<file path="config.mk">
export PLATFORM = sky130hd
export DESIGN_NAME = uzorak_deserializer_flat
export DESIGN_NICKNAME = d
export VERILOG_FILES = /design/src/rtl/uzorak_deserializer_if.sv /design/src/rtl/uzorak_deserializer.sv /design/src/flat_wrapper.sv
export SDC_FILE = /design/constraint.sdc
export NUM_CORES = 1
export LEC_CHECK = 0
export CELL_PAD_IN_SITES_DETAIL_PLACEMENT = 0
export CELL_PAD_IN_SITES_GLOBAL_PLACEMENT = 1
export CORE_AREA = 8 8 384 386
export DETAILED_ROUTE_END_ITERATION = 10
export DIE_AREA = 0 0 392 394
export PLACE_DENSITY_LB_ADDON = 0.05
export SYNTH_ARGS = -nofsm -noshare
export SYNTH_HDL_FRONTEND = slang
export SYNTH_SLANG_ARGS = --single-unit
</file>
<file path="constraint.sdc">
create_clock -name clk -period 6.9 [get_ports clk]
set_clock_uncertainty 0.15 [all_clocks]
set_input_delay 1.035 -clock clk [delete_from_list [all_inputs] [get_ports clk]]
set_output_delay 1.035 -clock clk [all_outputs]
set_load 0.05 [all_outputs]
</file>
<file path="src/rtl/uzorak_deserializer_if.sv">
// Stream bundle between the sonar feature source, the deserializer and Neuron_1_FL.
// The deserializer takes the slave side: it sinks features and sources the sample.
interface uzorak_deserializer_if #(
    parameter int N_FEAT = 60,
    parameter int W      = 16
);
    logic [W-1:0]        in_data;
    logic                in_valid;
    logic                in_last;
    logic                in_ready;
    logic [N_FEAT*W-1:0] uzorak;
    logic                uzorak_valid;
    logic                uzorak_ready;

    modport slave (
        input  in_data, in_valid, in_last, uzorak_ready,
        output in_ready, uzorak, uzorak_valid
    );

    modport master (
        output in_data, in_valid, in_last, uzorak_ready,
        input  in_ready, uzorak, uzorak_valid
    );
endinterface

</file>
<file path="src/rtl/uzorak_deserializer.sv">
// Packs N_FEAT words of W bits (first word in the MSBs) into one sample vector,
// holds it until acknowledged, and discards frames of the wrong length.
module uzorak_deserializer #(
    parameter int N_FEAT = 60,
    parameter int W      = 16
) (
    input  logic                 clk,
    input  logic                 rst_n,
    uzorak_deserializer_if.slave bus,
    output logic                 frame_err,
    output logic [7:0]           sample_cnt
);
    localparam int IDX_W = $clog2(N_FEAT);
    localparam logic [IDX_W-1:0] LAST_IDX = IDX_W'(N_FEAT - 1);

    typedef enum logic [1:0] {
        FILL = 2'd0,
        FULL = 2'd1,
        DROP = 2'd2
    } state_t;

    state_t           state_reg;
    logic [IDX_W-1:0] idx_reg;
    logic             in_ready_reg;
    logic             uzorak_valid_reg;
    logic             frame_err_reg;
    logic [7:0]       sample_cnt_reg;

    logic accept;
    logic wr_en;

    assign accept = bus.in_valid && in_ready_reg;
    assign wr_en  = accept && (state_reg == FILL);

    always_ff @(posedge clk or negedge rst_n) begin
        if (!rst_n) begin
            state_reg        <= FILL;
            idx_reg          <= '0;
            in_ready_reg     <= 1'b1;
            uzorak_valid_reg <= 1'b0;
            frame_err_reg    <= 1'b0;
            sample_cnt_reg   <= 8'd0;
        end else begin
            frame_err_reg <= 1'b0;
            case (state_reg)
                FILL: begin
                    if (accept) begin
                        if (idx_reg == LAST_IDX) begin
                            idx_reg <= '0;
                            if (bus.in_last) begin
                                state_reg        <= FULL;
                                in_ready_reg     <= 1'b0;
                                uzorak_valid_reg <= 1'b1;
                            end else begin
                                // Too many words: flag now, swallow the rest of the frame.
                                state_reg     <= DROP;
                                frame_err_reg <= 1'b1;
                            end
                        end else if (bus.in_last) begin
                            idx_reg       <= '0;
                            frame_err_reg <= 1'b1;
                        end else begin
                            idx_reg <= idx_reg + 1'b1;
                        end
                    end
                end
                FULL: begin
                    if (bus.uzorak_ready) begin
                        state_reg        <= FILL;
                        in_ready_reg     <= 1'b1;
                        uzorak_valid_reg <= 1'b0;
                        sample_cnt_reg   <= sample_cnt_reg + 8'd1;
                    end
                end
                DROP: begin
                    if (accept && bus.in_last) begin
                        state_reg <= FILL;
                    end
                end
                default: begin
                    state_reg        <= FILL;
                    idx_reg          <= '0;
                    in_ready_reg     <= 1'b1;
                    uzorak_valid_reg <= 1'b0;
                end
            endcase
        end
    end

    // One register per feature slot; slot gi sits at the gi-th word from the top.
    generate
        for (genvar gi = 0; gi < N_FEAT; gi++) begin : g_feat
            logic [W-1:0] word_reg;

            always_ff @(posedge clk or negedge rst_n) begin
                if (!rst_n) begin
                    word_reg <= '0;
                end else if (wr_en && (idx_reg == IDX_W'(gi))) begin
                    word_reg <= bus.in_data;
                end
            end

            assign bus.uzorak[N_FEAT*W-1-gi*W -: W] = word_reg;
        end
    endgenerate

    assign bus.in_ready     = in_ready_reg;
    assign bus.uzorak_valid = uzorak_valid_reg;
    assign frame_err        = frame_err_reg;
    assign sample_cnt       = sample_cnt_reg;
endmodule

</file>
<file path="src/flat_wrapper.sv">
// flat-port wrapper written by rule: the top's interface ports become plain ports
module uzorak_deserializer_flat 
#(
    parameter int N_FEAT = 60,
    parameter int W      = 16
)
  (clk, rst_n, frame_err, sample_cnt, bus_in_data, bus_in_valid, bus_in_last, bus_uzorak_ready, bus_in_ready, bus_uzorak, bus_uzorak_valid);
  uzorak_deserializer_if #(.N_FEAT(N_FEAT), .W(W)) bus_i ();
  input  logic clk;
  input  logic rst_n;
  output logic frame_err;
  output logic [7:0] sample_cnt;
  input wire logic [$bits(bus_i.in_data)-1:0] bus_in_data;
  input wire logic [$bits(bus_i.in_valid)-1:0] bus_in_valid;
  input wire logic [$bits(bus_i.in_last)-1:0] bus_in_last;
  input wire logic [$bits(bus_i.uzorak_ready)-1:0] bus_uzorak_ready;
  output wire logic [$bits(bus_i.in_ready)-1:0] bus_in_ready;
  output wire logic [$bits(bus_i.uzorak)-1:0] bus_uzorak;
  output wire logic [$bits(bus_i.uzorak_valid)-1:0] bus_uzorak_valid;
  assign bus_i.in_data = bus_in_data;
  assign bus_i.in_valid = bus_in_valid;
  assign bus_i.in_last = bus_in_last;
  assign bus_i.uzorak_ready = bus_uzorak_ready;
  assign bus_in_ready = bus_i.in_ready;
  assign bus_uzorak = bus_i.uzorak;
  assign bus_uzorak_valid = bus_i.uzorak_valid;
  uzorak_deserializer #(.N_FEAT(N_FEAT), .W(W)) u_core (.clk(clk), .rst_n(rst_n), .bus(bus_i), .frame_err(frame_err), .sample_cnt(sample_cnt));
endmodule
</file>
==> impl_metrics.env <==
export IMPL_place_area_sq_um=49100
export IMPL_pin_count=992
export IMPL_r2r_cells=4
export IMPL_power_uw=14800
export IMPL_cp_start_kind="primary input"
export IMPL_crit_path_end_kind="register"
export IMPL_cts_buffers=115
export IMPL_yosysMostFrequentCell="dfrtp_1"
export IMPL_rsz0062_at_grt="no"
export IMPL_avgSynthCellArea_sq_um=16.5
export IMPL_layout_min_cycle_time_ps=3630
export IMPL_drtPass1Iterations=4
export IMPL_largest_reg_flops=960
export IMPL_drt_wl_total_mm=163
export IMPL_status="finished, final reports clean"
export IMPL_synth_fa_ha_area_share_pct=0.266
export IMPL_required_ps=7330
export IMPL_clk_path_buf_depth=3
export IMPL_netlist_area_sq_um=37700
export IMPL_die_area_sq_um=154000
export IMPL_cts_max_level=3
export IMPL_synthFlopType="dfrtp_1"
export IMPL_cts_root_buf="clkbuf_16"
export IMPL_drive_gt1_share_pct=37.7
export IMPL_async_reset_ff_share_pct=100
export IMPL_ant_nets=0
export IMPL_fin_nets=3269
export IMPL_synth_area_top_cells="dfrtp_1 (65%), mux2_2 (29%), clkbuf_1 (0.93%)"
export IMPL_synth_simple_area_share_pct=2.67
export IMPL_dpl_hpwl_mm=114
export IMPL_synthXorXnorAreaFrac_pct=0.209
export IMPL_ys_seq_area_share_pct=65.0
export IMPL_leakage_uw=0.0249
export IMPL_drc=0
export IMPL_dpl_cell_count=5013
export IMPL_startpoint="bus_in_valid"
export IMPL_synth_cells=2284
export IMPL_crit_arrival_ps=4070
export IMPL_synth_top_family_by_area="multiplexers"
export IMPL_rr_startpoint="u_core.idx_reg[3]"
export IMPL_synthMuxAreaShare_pct=28.7
export IMPL_crit_type="in2reg"
export IMPL_fin_crit_sh_pct=52.7
export IMPL_die_h_microns=394
export IMPL_cts_tree="built"
export IMPL_portBuffers=991
export IMPL_slew_limit_headroom_pct=21.3
export IMPL_min_path_type="in2async"
export IMPL_core_sq_um=141000
export IMPL_cts_hold_buf=0
export IMPL_setup_tns_ps=0
export IMPL_vdd_drop_max_v=0.000277
export IMPL_utilization_pct=37.8
export IMPL_synth_cell_types=51
export IMPL_slew_violations=0
export IMPL_power_density_nw_per_um2=278
export IMPL_antenna_found_initial=5
export IMPL_slowest_delay_ps=920
export IMPL_clk_pin_slew_worst_paths_ps=60
export IMPL_ys_warn_count=0
export IMPL_initial_core_util_pct=26.7
export IMPL_clock_sinks=979
export IMPL_max_clock_freq_mhz=275
export IMPL_ys_ff_latch=979
export IMPL_cts_setup_buffers=0
export IMPL_worstMarginPinSlew_ps=1180
export IMPL_avgViaCountPerCell=4.48
export IMPL_die_x_microns=392
export IMPL_synth_edf_count=0
export IMPL_grt_overflow=0
export IMPL_area_delta_synth_final_pct=41.2
export IMPL_rows=138
export IMPL_nFillCells=13300
export IMPL_place_gp_congestion=0.769
export IMPL_track_usage_pct=20.4
export IMPL_vias=23400
export IMPL_yosys_top_cells_count="dfrtp_1 (978), mux2_2 (961), clkbuf_1 (93), buf_2 (27), buf_4 (26)"
export IMPL_grt_max_degree=164
export IMPL_wire_per_inst_microns=31.1
export IMPL_clk_latency_ps=700
export IMPL_setup_violations=0
export IMPL_path_cells="clkdlybuf4s50_1, nand3_2, or3_2, nor2_2, mux2_2"
export IMPL_synth_nets=2313
export IMPL_cts_repair_resize_count=0
export IMPL_cap_violations=0
export IMPL_grt_pass1_wl_mm=223
export IMPL_synth_largest_area_cell="dfrtp_1"
export IMPL_crit_slowest_cell="or3_2"
export IMPL_finish_instance_area_sq_um=53200
export IMPL_drt_initial_drc_count=837
export IMPL_crit_fanout=16
export IMPL_hold_violations=0
export IMPL_grt_pass1_vias=25300
export IMPL_finalNonFillerCells=5234
export IMPL_synth_compound_area_share_pct=0.329
export IMPL_synth_top_cell_area_share_pct=64.9
-- placed cells by master (no fill, tap or decap), types with 15 or more instances in the layout --
master / n
nand2_1: 19
clkbuf_8: 28
bufinv_16: 15
nor2_2: 22
clkdlybuf4s50_1: 974
clkbuf_1: 25
buf_4: 35
dfrtp_1: 978
clkinv_2: 21
mux2_2: 961
clkbuf_16: 116
-- per-layer routing --
metal  part of all wire (%)  vias to the layer above  track usage (%)
met4                    3.4                        0             6.77
met5                      0                        -                0
li1                       -                     9941                -
met1                     37                    12600             22.5
met3                    8.2                      196             7.12
met2                     51                      730             36.4
-- area by class of cell --
cell class	count	area (sq um)	share of cell area, %
clock inverters	47	673	1.27
well taps	1890	2360	4.44
repair buffers	1016	10100	19.0
clock buffers	169	3380	6.36
diodes	5	12.5	0.0235
inverters	6	22.5	0.0423
multi-input cells	1122	12100	22.8
flip-flops and latches	979	24500	46.1
-- stage by stage --
step	hold slack [ps]	setup WS, ps
final	183	3270
after CTS	156	3040
after floorplan	334	4180
after global placement	339	2600
after detailed placement	341	2520
after global routing	200	2970
-- worst paths after layout --
check | endpoint | slack, ps
max in group asynchronous | u_core.g_feat[31].word_reg[9] | 4560
min reg2reg | u_core.g_feat[23].word_reg[13] | 350
max | u_core.g_feat[12].word_reg[5] | 3270
max reg2reg | u_core.g_feat[41].word_reg[4] | 3280
min in group clk | u_core.g_feat[23].word_reg[13] | 350
min | u_core.g_feat[52].word_reg[13] | 180
-- cell families (layout without fill, tap and decap cells) --
group,count (synthesis),in the layout
other,0,5
AOI/OAI and AO/OA,18,18
and+or+nand+nor,126,126
xor gates and xnor gates,9,9
DFF,979,979
buffers and inverters,183,1238
muxes,961,961
adders and majority gates,8,8
-- report_power, final --
group	internal, uW	switching (uW)	leakage [uW]	total (uW)
Clock	3950	2540	0.00199	6480
Sequential	6000	146	0.0135	6150
Combinational	644	1510	0.00942	2150
Total	10600	4190	0.0249	14800
-- worst max-delay path, delay by kind of cell --
family                 cells  cell delay [ps]
AND/OR/NAND/NOR            3             1990
buffers and inverters      1              590
multiplexers               1              430
Power figures use the tool's default switching activity.
